**src/rtl/pipe_skid_reg.sv**
```systemverilog
// Two-entry skid pipeline register with registered ready/valid, flush and a stall counter.
// Optional macro PIPE_STALL_CNT_EN enables the stall counter; otherwise stall_cnt is tied to 0.
module pipe_skid_reg #(
    parameter int unsigned DATA_W = 32,
    parameter int unsigned CNT_W  = 16
) (
    input  logic              clk,
    input  logic              rst,
    input  logic              flush,
    input  logic              s_valid,
    output logic              s_ready,
    input  logic [DATA_W-1:0] s_data,
    output logic              m_valid,
    input  logic              m_ready,
    output logic [DATA_W-1:0] m_data,
    output logic [1:0]        occupancy,
    output logic [CNT_W-1:0]  stall_cnt
);

    typedef enum logic [1:0] {
        EMPTY = 2'd0,
        ONE   = 2'd1,
        FULL  = 2'd2
    } state_t;

    state_t            state, state_nx;
    logic [DATA_W-1:0] main_q, main_nx;
    logic [DATA_W-1:0] skid_q, skid_nx;
    logic              accept, deliver;

    // Handshake flags come only from registered state, so m_ready never reaches s_ready.
    assign s_ready   = (state != FULL);
    assign m_valid   = (state != EMPTY);
    assign occupancy = state;
    assign m_data    = main_q;

    assign accept  = s_valid && s_ready;
    assign deliver = m_valid && m_ready;

    always_comb begin
        state_nx = state;
        main_nx  = main_q;
        skid_nx  = skid_q;
        if (flush) begin
            state_nx = EMPTY;
            main_nx  = '0;
            skid_nx  = '0;
        end else begin
            case (state)
                EMPTY: begin
                    if (accept) begin
                        state_nx = ONE;
                        main_nx  = s_data;
                    end
                end
                ONE: begin
                    if (accept && deliver) begin
                        main_nx = s_data;
                    end else if (accept) begin
                        state_nx = FULL;
                        skid_nx  = s_data;
                    end else if (deliver) begin
                        state_nx = EMPTY;
                    end
                end
                FULL: begin
                    if (deliver) begin
                        state_nx = ONE;
                        main_nx  = skid_q;
                    end
                end
                default: state_nx = EMPTY;
            endcase
        end
    end

    always_ff @(posedge clk) begin
        if (!rst) begin
            state  <= EMPTY;
            main_q <= '0;
            skid_q <= '0;
        end else begin
            state  <= state_nx;
            main_q <= main_nx;
            skid_q <= skid_nx;
        end
    end

`ifdef PIPE_STALL_CNT_EN
    logic [CNT_W-1:0] cnt_q;

    // Saturating count of back-pressured cycles; flush deliberately leaves it alone.
    always_ff @(posedge clk) begin
        if (!rst) begin
            cnt_q <= '0;
        end else if (m_valid && !m_ready && (cnt_q != '1)) begin
            cnt_q <= cnt_q + CNT_W'(1);
        end
    end

    assign stall_cnt = cnt_q;
`else
    assign stall_cnt = '0;
`endif

endmodule

```
**config.mk**
```make
export PLATFORM = sky130hd
export DESIGN_NAME = pipe_skid_reg
export DESIGN_NICKNAME = d
export VERILOG_FILES = /design/src/rtl/pipe_skid_reg.sv
export SDC_FILE = /design/constraint.sdc
export NUM_CORES = 1
export LEC_CHECK = 0
export ABC_CLOCK_PERIOD_IN_PS = 1700
export CAP_MARGIN = 10
export CORE_ASPECT_RATIO = 1.1
export CORE_UTILIZATION = 55
export CTS_CLUSTER_SIZE = 10
export DETAILED_ROUTE_END_ITERATION = 12
export DONT_BUFFER_PORTS = 1
export PLACE_DENSITY_LB_ADDON = 0.1
export SYNTH_ARGS = -nofsm -noshare
export SYNTH_HDL_FRONTEND = slang
export SYNTH_SLANG_ARGS = --single-unit
```
**constraint.sdc**
```tcl
create_clock -name clk -period 1.7 [get_ports clk]
set_clock_uncertainty 0.05 [all_clocks]
set_input_delay 0.34 -clock clk [delete_from_list [all_inputs] [get_ports clk]]
set_output_delay 0.34 -clock clk [all_outputs]
set_load 0.02 [all_outputs]
```
==> report_table.html <==
<table>
<tr><th>Metric</th><th>Value</th></tr>
<tr><th colspan="2">Status</th></tr>
<tr><td>Run status</td><td>completed</td></tr>
<tr><th colspan="2">Timing</th></tr>
<tr><td>Final Hold Fails</td><td>0</td></tr>
<tr><td>Final setup violation count</td><td>0</td></tr>
<tr><td>Top achievable clock speed</td><td>618 MHz</td></tr>
<tr><td>Setup TNS</td><td>0 ns</td></tr>
<tr><td>Final Max Slew Viols</td><td>0</td></tr>
<tr><td>Hold WS</td><td>0.0857 ns</td></tr>
<tr><td>Post-layout worst setup margin</td><td>0.0808 ns</td></tr>
<tr><td>Minimum clock period after layout</td><td>1.62 ns</td></tr>
<tr><td>Final clock period utilization by the worst path</td><td>95.2%</td></tr>
<tr><td>RSZ-0062 raised after global routing</td><td>false</td></tr>
<tr><th colspan="2">CTS</th></tr>
<tr><td>Clk slew on worst S/H paths</td><td>~0.070 ns</td></tr>
<tr><td>Clock tree buffer depth</td><td>2</td></tr>
<tr><td>TritonCTS clock tree</td><td>built</td></tr>
<tr><td>Clock Tree Root</td><td>sky130_fd_sc_hd__clkbuf_8</td></tr>
<tr><td>Number of buffers created by CTS</td><td>9</td></tr>
<tr><td>Sink Count</td><td>66</td></tr>
<tr><td>Number of buffers inserted by post-CTS setup repair</td><td>0</td></tr>
<tr><td>Number of H-tree levels</td><td>3</td></tr>
<tr><td>Clk_lat worst skew</td><td>around 0.33 ns</td></tr>
<tr><th colspan="2">Global route</th></tr>
<tr><td>Remaining Overflow, GRT</td><td>0</td></tr>
<tr><td>Overall routing resource usage</td><td>23.2%</td></tr>
<tr><td>Vias in the first global route</td><td>2165</td></tr>
<tr><td>Largest net degree at the start of global routing</td><td>67</td></tr>
<tr><td>Number of antenna violations at the first check in global routing</td><td>0</td></tr>
<tr><td>First-pass GRT wire length</td><td>10400 µm</td></tr>
<tr><th colspan="2">Power and ir drop</th></tr>
<tr><td>Peak supply drop</td><td>0.691 mV</td></tr>
<tr><td>Leakage power total</td><td>between 1 and 1.5 nW</td></tr>
<tr><td>Power per cell area</td><td>between 900 and 1000 mW/mm²</td></tr>
<tr><th colspan="2">Setup path</th></tr>
<tr><td>Biggest fanout along the worst timing path</td><td>6</td></tr>
<tr><td>Element type at the critical path start</td><td>flip-flop</td></tr>
<tr><td>Number of buffers and inverters on the critical path</td><td>1</td></tr>
<tr><td>Worst path slowest cell</td><td>sky130_fd_sc_hd__dfxtp_2</td></tr>
<tr><td>Family with the most delay on the worst path</td><td>flip-flops</td></tr>
<tr><td>Crit. End Element</td><td>output port</td></tr>
<tr><td>Classification of the worst setup path</td><td>reg -&gt; out</td></tr>
<tr><td>Arr. time, crit path</td><td>1.23 ns</td></tr>
<tr><td>CP Cell Sequence</td><td>buf_4 &gt; or2_2</td></tr>
<tr><td>Slowest cell delay on critical path</td><td>0.36 ns</td></tr>
<tr><td>Required time of the worst setup path</td><td>approximately 1.3 ns</td></tr>
<tr><th colspan="2">Placement</th></tr>
<tr><td>HPWL Detailed</td><td>4140 µm</td></tr>
<tr><td>Placement-stage cell area</td><td>0.00316 mm²</td></tr>
<tr><td>Number of buffer cells added on primary ports</td><td>0</td></tr>
<tr><td>Worst setup slack before clock tree synthesis</td><td>0.281 ns</td></tr>
<tr><td>Placer Congestion</td><td>0.730</td></tr>
<tr><th colspan="2">Logic synthesis</th></tr>
<tr><td>Avg Inst Size Synth</td><td>approximately 9.6 µm²</td></tr>
<tr><td>Share of synthesized area occupied by flip-flops and latches</td><td>between 40% and 50%</td></tr>
<tr><td>Cell area after technology mapping</td><td>around 0.0031 mm²</td></tr>
<tr><td>FF+latch count, synth</td><td>66</td></tr>
<tr><td>Synth Warn #</td><td>0</td></tr>
<tr><td>Number of cells produced by synthesis</td><td>~330</td></tr>
<tr><td>Number of distinct standard cells referenced by the synthesized netlist</td><td>24</td></tr>
<tr><th colspan="2">Hold path</th></tr>
<tr><td>Worst Hold Class</td><td>in -&gt; reg</td></tr>
<tr><th colspan="2">Job</th></tr>
<tr><td>Max-capacitance violation count</td><td>0</td></tr>
<tr><th colspan="2">Finish</th></tr>
<tr><td>Area growth from synthesis to layout</td><td>7.18%</td></tr>
<tr><td>Total of fill cells in the finished design</td><td>~500</td></tr>
<tr><td># diodes</td><td>0</td></tr>
<tr><td>Final instance area</td><td>around 0.0033 mm²</td></tr>
<tr><td>Area occupied by multi-input gates</td><td>0.00156 mm²</td></tr>
<tr><td>Total number of nets in the final design</td><td>355</td></tr>
<tr><td>Fraction of layout cells with a size suffix above 1</td><td>20.5%</td></tr>
<tr><td>Share of the core filled with cells</td><td>between 60% and 70%</td></tr>
<tr><td>Area used by sequential logic in the layout</td><td>0.00132 mm²</td></tr>
<tr><td>Most frequent cells in the layout</td><td>65 x sky130_fd_sc_hd__nand2_1, 65 x sky130_fd_sc_hd__dfxtp_1, 34 x sky130_fd_sc_hd__a211oi_1</td></tr>
<tr><th colspan="2">Floorplan</th></tr>
<tr><td>Top-Level Pins</td><td>89</td></tr>
<tr><td>Die area</td><td>0.00598 mm²</td></tr>
<tr><td>Die outline height</td><td>81 µm</td></tr>
<tr><td>Die X-Extent</td><td>73.8 µm</td></tr>
<tr><td>Floorplan core area</td><td>between 0.005 and 0.006 mm²</td></tr>
<tr><td>Cell Rows</td><td>28</td></tr>
<tr><td>Initial Utilization</td><td>57.5%</td></tr>
<tr><th colspan="2">Routing</th></tr>
<tr><td>Average wire per cell in the routed design</td><td>16.5 µm</td></tr>
<tr><td>Final Routed Wirelength</td><td>~6600 µm</td></tr>
<tr><td>Post-detailed-route DRC marker count</td><td>0</td></tr>
<tr><td>Vias</td><td>2294</td></tr>
<tr><td>Initial detailed-routing violation count</td><td>98</td></tr>
<tr><td>Number of antenna-violating nets in the routed design</td><td>0</td></tr>
<tr><td>Via density per instance</td><td>5.78</td></tr>
<tr><td>Initial DRT Pass Iterations</td><td>4</td></tr>
</table>
per-layer routing:
| layer | vias to the layer above | global-route usage (%) | share of wire, % |
|---|---|---|---|
| met5 | - | 0 | 0 |
| li1 | 1110 | - | - |
| met2 | 71 | 37.1 | 47 |
| met3 | 12 | 8.44 | 6.1 |
| met1 | 1101 | 28.5 | 46 |
| met4 | 0 | 8.85 | 1.4 |
cells by family after synthesis:
group,share of synthesized area [%]
muxes,10.3
buffers and inverters,10.2
other,0.120
AOI/OAI and AO/OA,26.7
DFF,42.3
and+or+nand+nor,10.4
layout make-up:
class                           instances  area share, %
Multi-Input combinational cell        225           46.7
Clock buffer                           12           4.34
Clock inverter                          3           1.20
Timing Repair Buffer                   16           5.46
Tap cell                               75           2.81
Sequential cell                        66           39.5
state kept, by name (all words and copies together), names as in the netlist:
signal and count:
m_data 32, occupancy 2, skid_q 32
worst paths after layout:
kind	from	end	slack, ns	depth (start not counted)
setup reg to reg	occupancy[0]	m_data[10]	0.30	4
hold reg to reg	skid_q[26]	skid_q[26]	0.41	2
hold / removal	s_data[26]	skid_q[26]	0.09	2
setup / recovery	occupancy[1]	m_valid	0.08	2
synthesized netlist by cell type:
cell | n | share of area, %
sky130_fd_sc_hd__a211oi_1 | 34 | 8.2
sky130_fd_sc_hd__a211oi_2 | 30 | 12
sky130_fd_sc_hd__a21o_1 | 1 | 0.24
sky130_fd_sc_hd__a21o_4 | 1 | 0.48
sky130_fd_sc_hd__a21oi_1 | 33 | 5.3
sky130_fd_sc_hd__and2_1 | 1 | 0.20
sky130_fd_sc_hd__and3b_1 | 1 | 0.28
sky130_fd_sc_hd__buf_2 | 17 | 2.7
sky130_fd_sc_hd__buf_4 | 19 | 4.6
sky130_fd_sc_hd__buf_6 | 5 | 1.8
sky130_fd_sc_hd__clkbuf_1 | 9 | 1.1
sky130_fd_sc_hd__conb_1 | 1 | 0.12
sky130_fd_sc_hd__dfxtp_1 | 66 | 42
sky130_fd_sc_hd__mux2i_1 | 32 | 10
sky130_fd_sc_hd__nand2_1 | 65 | 7.8
sky130_fd_sc_hd__nand2b_1 | 3 | 0.60
sky130_fd_sc_hd__nand4bb_1 | 1 | 0.36
sky130_fd_sc_hd__nor2_1 | 1 | 0.12
sky130_fd_sc_hd__nor2b_1 | 1 | 0.20
sky130_fd_sc_hd__nor4bb_1 | 1 | 0.32
sky130_fd_sc_hd__o21a_1 | 1 | 0.24
sky130_fd_sc_hd__o21bai_1 | 1 | 0.24
sky130_fd_sc_hd__or2_2 | 1 | 0.20
sky130_fd_sc_hd__or3b_1 | 1 | 0.28
timing repair:
action,4_1_cts,5_1_grt
setup endpoints to repair,0,1
gates resized for setup,0,1
hold buffers,0,0
endpoints found under the hold margin,0,0
power by group:
group	switching (W)	leakage (nW)	internal (W)
Sequential	0.0000716	0.537	0.00159
Combinational	0.000194	0.687	0.000117
Clock	0.000553	0.0962	0.000706
per-stage QoR:
stage	total power, W	instances
global placement	0.00200	382
CTS	0.00326	397
global route	0.00335	397
finish	0.00323	397
detailed placement	0.00201	382
floorplan	0.00198	341
Note: power is estimated with default switching activity, not from simulation.
